**src/rtl/ama_riscv_branch_resolve_pkg.sv**
```systemverilog
`default_nettype none
// ============================================================================
//  Module   : ama_riscv_branch_resolve_pkg
//  Brief    : Shared encodings for EX-stage branch resolution: RV32I branch
//             funct3 values, resolver FSM states and the sequential PC step.
//  Revision : 1.0 - initial release
// ============================================================================
package ama_riscv_branch_resolve_pkg;

   localparam logic [2:0]  F3_BEQ  = 3'b000;
   localparam logic [2:0]  F3_BNE  = 3'b001;
   localparam logic [2:0]  F3_BLT  = 3'b100;
   localparam logic [2:0]  F3_BGE  = 3'b101;
   localparam logic [2:0]  F3_BLTU = 3'b110;
   localparam logic [2:0]  F3_BGEU = 3'b111;

   localparam logic [31:0] PC_INC  = 32'd4;

   typedef enum logic [1:0] {
      ST_IDLE  = 2'd0,
      ST_EVAL  = 2'd1,
      ST_RESP  = 2'd2,
      ST_FLUSH = 2'd3
   } state_t;

   // Direction from compare results; reserved encodings resolve not-taken.
   function automatic logic branch_taken(input logic [2:0] funct3,
                                         input logic       eq,
                                         input logic       lt);
      logic t;
      t = 1'b0;
      case (funct3)
         F3_BEQ:           t = eq;
         F3_BNE:           t = ~eq;
         F3_BLT, F3_BLTU:  t = lt;
         F3_BGE, F3_BGEU:  t = ~lt;
         default:          t = 1'b0;
      endcase
      return t;
   endfunction

   // funct3 010/011 are not branch encodings in RV32I.
   function automatic logic branch_illegal(input logic [2:0] funct3);
      return (funct3[2:1] == 2'b01);
   endfunction

endpackage
`default_nettype wire

```
**src/rtl/ama_riscv_branch_resolve_if.sv**
```systemverilog
`default_nettype none
// ============================================================================
//  Module   : ama_riscv_branch_resolve_if
//  Brief    : Request/response/redirect bundle between the EX branch resolver
//             (slave) and the issuing stage / front end (master).
//  Revision : 1.0 - initial release
// ============================================================================
interface ama_riscv_branch_resolve_if;

   logic        req_valid;
   logic        req_ready;
   logic [2:0]  req_funct3;
   logic [31:0] req_rs1;
   logic [31:0] req_rs2;
   logic [31:0] req_pc;
   logic [31:0] req_imm;
   logic        req_pred_taken;

   logic        res_valid;
   logic        res_taken;
   logic        res_mispred;
   logic        res_illegal;
   logic        redirect_valid;
   logic [31:0] redirect_pc;

   modport master (
      output req_valid, req_funct3, req_rs1, req_rs2, req_pc, req_imm, req_pred_taken,
      input  req_ready,
      input  res_valid, res_taken, res_mispred, res_illegal, redirect_valid, redirect_pc
   );

   modport slave (
      input  req_valid, req_funct3, req_rs1, req_rs2, req_pc, req_imm, req_pred_taken,
      output req_ready,
      output res_valid, res_taken, res_mispred, res_illegal, redirect_valid, redirect_pc
   );

endinterface
`default_nettype wire

```
**src/rtl/ama_riscv_branch_compare.sv**
```systemverilog
`default_nettype none
// ============================================================================
//  Module   : ama_riscv_branch_compare
//  Brief    : Shared branch comparator: equality plus signed/unsigned less-than.
//  Revision : 1.0 - initial release
// ============================================================================
module ama_riscv_branch_compare (
   input  wire logic        op_uns,
   input  wire logic [31:0] in_a,
   input  wire logic [31:0] in_b,
   output logic             op_eq,
   output logic             op_lt
);

   assign op_eq = (in_a == in_b);
   assign op_lt = op_uns ? (in_a < in_b) : ($signed(in_a) < $signed(in_b));

endmodule
`default_nettype wire

```
**src/rtl/ama_riscv_branch_resolve.sv**
```systemverilog
`default_nettype none
// ============================================================================
//  Module   : ama_riscv_branch_resolve
//  Brief    : EX-stage branch resolution sequencer. Captures one branch per
//             handshake, evaluates it on the shared comparator, reports the
//             outcome, redirects/flushes the front end on a mispredict and
//             keeps saturating branch / mispredict statistics.
//  Revision : 1.0 - initial release
// ============================================================================
module ama_riscv_branch_resolve
   import ama_riscv_branch_resolve_pkg::*;
#(
   parameter int FLUSH_CYCLES = 2,
   parameter int CNT_W        = 16
) (
   input  wire logic               clk,
   input  wire logic               rst,
   ama_riscv_branch_resolve_if.slave bus,
   output logic                    flush,
   output logic [CNT_W-1:0]        br_cnt,
   output logic [CNT_W-1:0]        mispred_cnt
);

   // Counter only has to reach FLUSH_CYCLES-2, so clog2(FLUSH_CYCLES) bits suffice.
   localparam int               FC_W    = (FLUSH_CYCLES > 2) ? $clog2(FLUSH_CYCLES) : 1;
   localparam logic [FC_W-1:0]  FC_LOAD = FC_W'((FLUSH_CYCLES > 1) ? (FLUSH_CYCLES - 2) : 0);
   localparam logic [CNT_W-1:0] CNT_MAX = '1;

   state_t            state;
   state_t            state_nxt;
   logic [FC_W-1:0]   flush_left;

   logic [2:0]        cap_funct3;
   logic [31:0]       cap_rs1;
   logic [31:0]       cap_rs2;
   logic [31:0]       cap_pc;
   logic [31:0]       cap_imm;
   logic              cap_pred;

   logic              taken_q;
   logic              mispred_q;
   logic              illegal_q;
   logic [31:0]       next_pc_q;

   logic              cmp_eq;
   logic              cmp_lt;
   logic              eval_taken;
   logic              eval_illegal;
   logic [31:0]       eval_next_pc;

   // Comparator inputs come straight from the capture registers, so it only
   // sees meaningful values once the branch has been latched.
   ama_riscv_branch_compare u_compare (
      .op_uns (cap_funct3[1]),
      .in_a   (cap_rs1),
      .in_b   (cap_rs2),
      .op_eq  (cmp_eq),
      .op_lt  (cmp_lt)
   );

   assign eval_taken   = branch_taken(cap_funct3, cmp_eq, cmp_lt);
   assign eval_illegal = branch_illegal(cap_funct3);
   assign eval_next_pc = eval_taken ? (cap_pc + cap_imm) : (cap_pc + PC_INC);

   // Latch the branch operands when a request is accepted in IDLE.
   always_ff @(posedge clk) begin
      if (rst) begin
         cap_funct3 <= '0;
         cap_rs1    <= '0;
         cap_rs2    <= '0;
         cap_pc     <= '0;
         cap_imm    <= '0;
         cap_pred   <= 1'b0;
      end else if (state == ST_IDLE && bus.req_valid) begin
         cap_funct3 <= bus.req_funct3;
         cap_rs1    <= bus.req_rs1;
         cap_rs2    <= bus.req_rs2;
         cap_pc     <= bus.req_pc;
         cap_imm    <= bus.req_imm;
         cap_pred   <= bus.req_pred_taken;
      end
   end

   // Register the evaluated outcome at the end of EVAL so RESP drives flops only.
   always_ff @(posedge clk) begin
      if (rst) begin
         taken_q   <= 1'b0;
         mispred_q <= 1'b0;
         illegal_q <= 1'b0;
         next_pc_q <= '0;
      end else if (state == ST_EVAL) begin
         taken_q   <= eval_taken;
         mispred_q <= (eval_taken != cap_pred);
         illegal_q <= eval_illegal;
         next_pc_q <= eval_next_pc;
      end
   end

   // FSM state register.
   always_ff @(posedge clk) begin
      if (rst) state <= ST_IDLE;
      else     state <= state_nxt;
   end

   // Remaining FLUSH-state cycles after the first flush cycle issued in RESP.
   always_ff @(posedge clk) begin
      if (rst) begin
         flush_left <= '0;
      end else if (state == ST_RESP && mispred_q) begin
         flush_left <= FC_LOAD;
      end else if (state == ST_FLUSH && flush_left != '0) begin
         flush_left <= flush_left - 1'b1;
      end
   end

   // Next-state and state-decoded handshake/pulse outputs.
   always_comb begin
      state_nxt          = state;
      bus.req_ready      = 1'b0;
      bus.res_valid      = 1'b0;
      bus.redirect_valid = 1'b0;
      flush              = 1'b0;
      case (state)
         ST_IDLE: begin
            bus.req_ready = 1'b1;
            if (bus.req_valid) state_nxt = ST_EVAL;
         end
         ST_EVAL: begin
            state_nxt = ST_RESP;
         end
         ST_RESP: begin
            bus.res_valid = 1'b1;
            if (mispred_q) begin
               bus.redirect_valid = 1'b1;
               flush              = 1'b1;
               state_nxt          = (FLUSH_CYCLES > 1) ? ST_FLUSH : ST_IDLE;
            end else begin
               state_nxt = ST_IDLE;
            end
         end
         ST_FLUSH: begin
            flush = 1'b1;
            if (flush_left == '0) state_nxt = ST_IDLE;
         end
         default: state_nxt = ST_IDLE;
      endcase
   end

   assign bus.res_taken   = taken_q;
   assign bus.res_mispred = mispred_q;
   assign bus.res_illegal = illegal_q;
   assign bus.redirect_pc = next_pc_q;

   // Saturating statistics, updated once per resolved branch.
   always_ff @(posedge clk) begin
      if (rst) begin
         br_cnt      <= '0;
         mispred_cnt <= '0;
      end else if (state == ST_RESP) begin
         if (br_cnt != CNT_MAX) br_cnt <= br_cnt + 1'b1;
         if (mispred_q && mispred_cnt != CNT_MAX) mispred_cnt <= mispred_cnt + 1'b1;
      end
   end

endmodule
`default_nettype wire
```
**src/flat_wrapper.sv**
```systemverilog
// flat-port wrapper written by rule: the top's interface ports become plain ports
module ama_riscv_branch_resolve_flat import ama_riscv_branch_resolve_pkg::*;
#(
   parameter int FLUSH_CYCLES = 2,
   parameter int CNT_W        = 16
)
  (clk, rst, flush, br_cnt, mispred_cnt, bus_req_valid, bus_req_funct3, bus_req_rs1, bus_req_rs2, bus_req_pc, bus_req_imm, bus_req_pred_taken, bus_req_ready, bus_res_valid, bus_res_taken, bus_res_mispred, bus_res_illegal, bus_redirect_valid, bus_redirect_pc);
  ama_riscv_branch_resolve_if bus_i ();
  input  wire logic clk;
  input  wire logic rst;
  output logic flush;
  output logic [CNT_W-1:0] br_cnt;
  output logic [CNT_W-1:0] mispred_cnt;
  input wire logic [$bits(bus_i.req_valid)-1:0] bus_req_valid;
  input wire logic [$bits(bus_i.req_funct3)-1:0] bus_req_funct3;
  input wire logic [$bits(bus_i.req_rs1)-1:0] bus_req_rs1;
  input wire logic [$bits(bus_i.req_rs2)-1:0] bus_req_rs2;
  input wire logic [$bits(bus_i.req_pc)-1:0] bus_req_pc;
  input wire logic [$bits(bus_i.req_imm)-1:0] bus_req_imm;
  input wire logic [$bits(bus_i.req_pred_taken)-1:0] bus_req_pred_taken;
  output wire logic [$bits(bus_i.req_ready)-1:0] bus_req_ready;
  output wire logic [$bits(bus_i.res_valid)-1:0] bus_res_valid;
  output wire logic [$bits(bus_i.res_taken)-1:0] bus_res_taken;
  output wire logic [$bits(bus_i.res_mispred)-1:0] bus_res_mispred;
  output wire logic [$bits(bus_i.res_illegal)-1:0] bus_res_illegal;
  output wire logic [$bits(bus_i.redirect_valid)-1:0] bus_redirect_valid;
  output wire logic [$bits(bus_i.redirect_pc)-1:0] bus_redirect_pc;
  assign bus_i.req_valid = bus_req_valid;
  assign bus_i.req_funct3 = bus_req_funct3;
  assign bus_i.req_rs1 = bus_req_rs1;
  assign bus_i.req_rs2 = bus_req_rs2;
  assign bus_i.req_pc = bus_req_pc;
  assign bus_i.req_imm = bus_req_imm;
  assign bus_i.req_pred_taken = bus_req_pred_taken;
  assign bus_req_ready = bus_i.req_ready;
  assign bus_res_valid = bus_i.res_valid;
  assign bus_res_taken = bus_i.res_taken;
  assign bus_res_mispred = bus_i.res_mispred;
  assign bus_res_illegal = bus_i.res_illegal;
  assign bus_redirect_valid = bus_i.redirect_valid;
  assign bus_redirect_pc = bus_i.redirect_pc;
  ama_riscv_branch_resolve #(.FLUSH_CYCLES(FLUSH_CYCLES), .CNT_W(CNT_W)) u_core (.clk(clk), .rst(rst), .bus(bus_i), .flush(flush), .br_cnt(br_cnt), .mispred_cnt(mispred_cnt));
endmodule
```
**config.mk**
```make
export PLATFORM = sky130hd
export DESIGN_NAME = ama_riscv_branch_resolve_flat
export DESIGN_NICKNAME = d
export VERILOG_FILES = /design/src/rtl/ama_riscv_branch_resolve_pkg.sv /design/src/rtl/ama_riscv_branch_resolve_if.sv /design/src/rtl/ama_riscv_branch_compare.sv /design/src/rtl/ama_riscv_branch_resolve.sv /design/src/flat_wrapper.sv
export SDC_FILE = /design/constraint.sdc
export NUM_CORES = 1
export LEC_CHECK = 0
export CAP_MARGIN = 25
export CORE_MARGIN = 1.5
export CORE_UTILIZATION = 50
export DETAILED_ROUTE_END_ITERATION = 7
export HOLD_SLACK_MARGIN = 0.1
export PLACE_DENSITY = 0.8
export RECOVER_POWER = 50
export SLEW_MARGIN = 20
export SYNTH_ARGS = -nofsm -noshare
export SYNTH_HDL_FRONTEND = slang
export SYNTH_SLANG_ARGS = --single-unit
```
**constraint.sdc**
```tcl
create_clock -name clk -period 8.1 [get_ports clk]
set_clock_uncertainty 0.2 [all_clocks]
set_input_delay 2.025 -clock clk [delete_from_list [all_inputs] [get_ports clk]]
set_output_delay 2.025 -clock clk [all_outputs]
set_load 0.02 [all_outputs]
```
==> impl_metrics.py <==
metrics = {
    "cells_and_area": {
        "final_cell_mix": "nand2_1, a21oi_1, dfxtp_1, clkdlybuf4s50_1, nor2_1",
        "final_area_mm2": 0.01324,
        "final_cells": 1796,
        "fin_nets": 1709,
        "drive_above_1_share": 0.03478,
        "layout_commonest_cell": "nand2_1",
        "syn_to_final_growth_pct": 28.18,
    },
    "synthesis": {
        "netlist_area_mm2": 0.01033,
        "syn_avg_cell_area_um2": 7.730,
        "synthMuxAreaShare": 0.007269,
        "synth-xor-area-share": 0.06869,
        "synth_cells": 1336,
        "ys_seq_area_frac": 0.3916,
        "synth_compound_area_frac": 0.1862,
        "syn_nets": 1538,
        "ys_seq_elements": 202,
        "async_flop_share": 0,
        "ys_warn_count": 0,
        "synth_top_family_by_area": "simple AND/OR/NAND/NOR gates",
        "synth_ff_type": "dfxtp_1",
        "synth_edf_count": 0,
        "synthAdderAreaFrac": 0.08190,
        "synthDistinctLibCells": 62,
        "synthSimpleGateAreaFrac": 0.2192,
    },
    "setup_path": {
        "cp_data_required_time_ps": 8300,
        "cp_slowest_cell": "o21ai_0",
        "critical_path_class": "flop to flop",
        "path_common_cell": "nor2_1",
        "worstPathCellList": "inv_1 -> ha_1 -> a21oi_1 -> o21ai_0 -> a221o_1 -> a2111o_1 -> nor2_1 -> xnor2_1 -> o21ai_0 -> buf_4 -> nor2_1 -> a311oi_1 -> nor2_1",
        "end_kind": "flop",
        "crit_family": "compound AO/OA/AOI/OAI gates",
        "path_max_fanout": 37,
        "crit_buf_inv": 2,
        "cp.arrival_ps": 5720,
        "cp-start-kind": "flop",
        "slowest_delay_ps": 1950,
        "rrSetupSlack_ps": 2580,
    },
    "power": {
        "p_per_area_mw_per_mm2": 190.6,
        "leakage_uw": 0.005219,
        "peakVddDrop_mv": 0.1356,
    },
    "grt": {
        "grt_max_degree": 135,
        "antenna_found_initial": 2,
        "grt_pass1_wl_mm": 45.13,
        "grt_pass1_vias": 9288,
        "grtUsageTotal": 0.2520,
        "grt_overflow": 0,
    },
    "worst_hold_path": {
        "hold_class": "flop to flop",
    },
    "drt": {
        "routedWlPerCell_um": 15.19,
        "dr.pass1.iters": 5,
        "routed_wl_mm": 27.28,
        "drt_iter0_drc": 460,
        "vias": 9724,
        "viasPerCell": 5.414,
        "ant_nets": 0,
        "drc": 0,
    },
    "clock_tree": {
        "clockBufferDepth": 3,
        "cts_hold_buf": 0,
        "clkLatencyLatePin_ps": 510,
        "post_cts_buffers": 0,
        "cts-root-buf": "clkbuf_16",
        "clkSlewWorstSetupHoldPaths_ps": 60,
        "clkSinkCount": 202,
        "cts-buffers-inserted": 23,
        "ctsResizeCount": 0,
        "h-tree-depth": 1,
        "cts_tree": "built",
    },
    "place": {
        "dpl.hpwl_mm": 19.26,
        "portBuffers": 205,
        "dp.cells": 1751,
        "dpl_cell_area_mm2": 0.01249,
        "place.gp.congestion": 0.8792,
    },
    "floorplan": {
        "dieArea_mm2": 0.02153,
        "ios": 206,
        "initial_utilization": 0.5104,
        "core_area_mm2": 0.02023,
        "die_x_um": 146.7,
        "die_h_um": 146.7,
        "num_rows": 52,
    },
    "timing": {
        "finalWorstPathRequiredPeriod_ps": 5523,
        "slew_viol_final": 23,
        "fin_tns_setup_ps": 0,
        "setup_viol": 0,
        "rsz0062_at_grt": "no",
        "slew_headroom": -0.7463,
        "final.period_utilization": 0.6819,
        "fmax_mhz": 181.1,
        "worst_slew_pin_slew_ps": 2592,
        "final-hold-violation-count": 0,
    },
    "run_status": {
        "violations": "max-capacitance violations, max-slew violations",
        "status": "complete, but fails checks",
    },
    "job": {
        "drv_cap": 1,
    },
}
## stage by stage
stage | power, uW | setup slack [ps] | hold slack (ps) | util
finish | 2523 | 2577 | 250.9 | 0.6542
global route | 2635 | 1962 | 265.8 | 0.6542
CTS | 2542 | 3756 | 254.3 | 0.6538
detailed placement | 1529 | 3618 | 246.3 | 0.6174
global placement | 1517 | 3701 | 242.2 | 0.6174
floorplan | 1371 | 4773 | 236.3 | -
## sequential cells by signal, summed over array words and instances, names as in the netlist
register	flops
u_core.bus.res_mispred	1
u_core.br_cnt	16
u_core.cap_rs2	32
u_core.bus.res_taken	1
u_core.cap_rs1	32
u_core.state	2
u_core.cap_pc	32
u_core.mispred_cnt	16
u_core.bus.res_illegal	1
u_core.cap_pred	1
u_core.cap_funct3	3
u_core.cap_imm	32
u_core.bus.redirect_pc	32
u_core.flush_left	1
## cells in the mapped netlist (8+ instances only)
master / count / area [um2]
xor2_1: 47 / 411.6
a21o_1: 21 / 157.7
nand2_1: 343 / 1287
ha_1: 66 / 825.8
nor2_1: 75 / 281.5
o21ai_0: 30 / 150.1
a21oi_1: 202 / 1011
inv_1: 46 / 172.7
xnor2_1: 34 / 297.8
and3_1: 11 / 68.82
dfxtp_1: 202 / 4044
clkbuf_1: 55 / 206.5
o21ai_1: 19 / 95.09
nor3_1: 10 / 50.05
or3_1: 8 / 50.05
nand3_1: 34 / 170.2
nand4_1: 18 / 112.6
## logic make-up (layout without fill, tap and decap cells)
family,Yosys count,in the layout
DFF,202,202
muxes,7,7
AOI/OAI and AO/OA,333,333
adders and majority gates,67,67
buffers and inverters,113,301
other,0,2
and+or+nand+nor,533,533
xor gates and xnor gates,81,81
## area by class of cell
class                      instances  area (um2)
antenna                            2       5.005
tap                              270       337.8
clock buffer                      35       670.6
multi-input combinational       1021        5816
sequential                       202        4044
fill                            1723        6997
inverter                          47       176.4
clock inverter                     7       66.31
timing repair buffer             212        2122
## metal layers
metal / routed length, um / global-route usage / vias up
li1: - / - / 4904
met1: 11610 / 0.3123 / 4479
met2: 13210 / 0.4406 / 282
met3: 1572 / 0.04161 / 59
met4: 880 / 0.09091 / 0
met5: 0 / 0 / -
## path summary, 6_finish.rpt
check / depth (start not counted) / startpoint / end
min: 2 / u_core.bus.redirect_pc[11] / u_core.bus.redirect_pc[11]
min reg2reg: 2 / u_core.bus.redirect_pc[11] / u_core.bus.redirect_pc[11]
max reg2reg: 13 / u_core.cap_rs2[19] / u_core.bus.redirect_pc[21]
max: 13 / u_core.cap_rs2[19] / u_core.bus.redirect_pc[21]
## where the power goes
group	internal (uW)	switching, uW	total [uW]
sequential	1050	41.7	1090
clock	602	411	1010
combinational	190	230	420
## worst register-to-register path, cell delays in order (launching register included)
cell and delay (ps):
dfxtp_1 340, inv_1 50, ha_1 320, a21oi_1 150, o21ai_0 110, a221o_1 390, a2111o_1 480, nor2_1 200
xnor2_1 110, o21ai_0 1950, buf_4 620, nor2_1 100, a311oi_1 330, nor2_1 90
No activity file was read; power rests on OpenSTA's default activity.
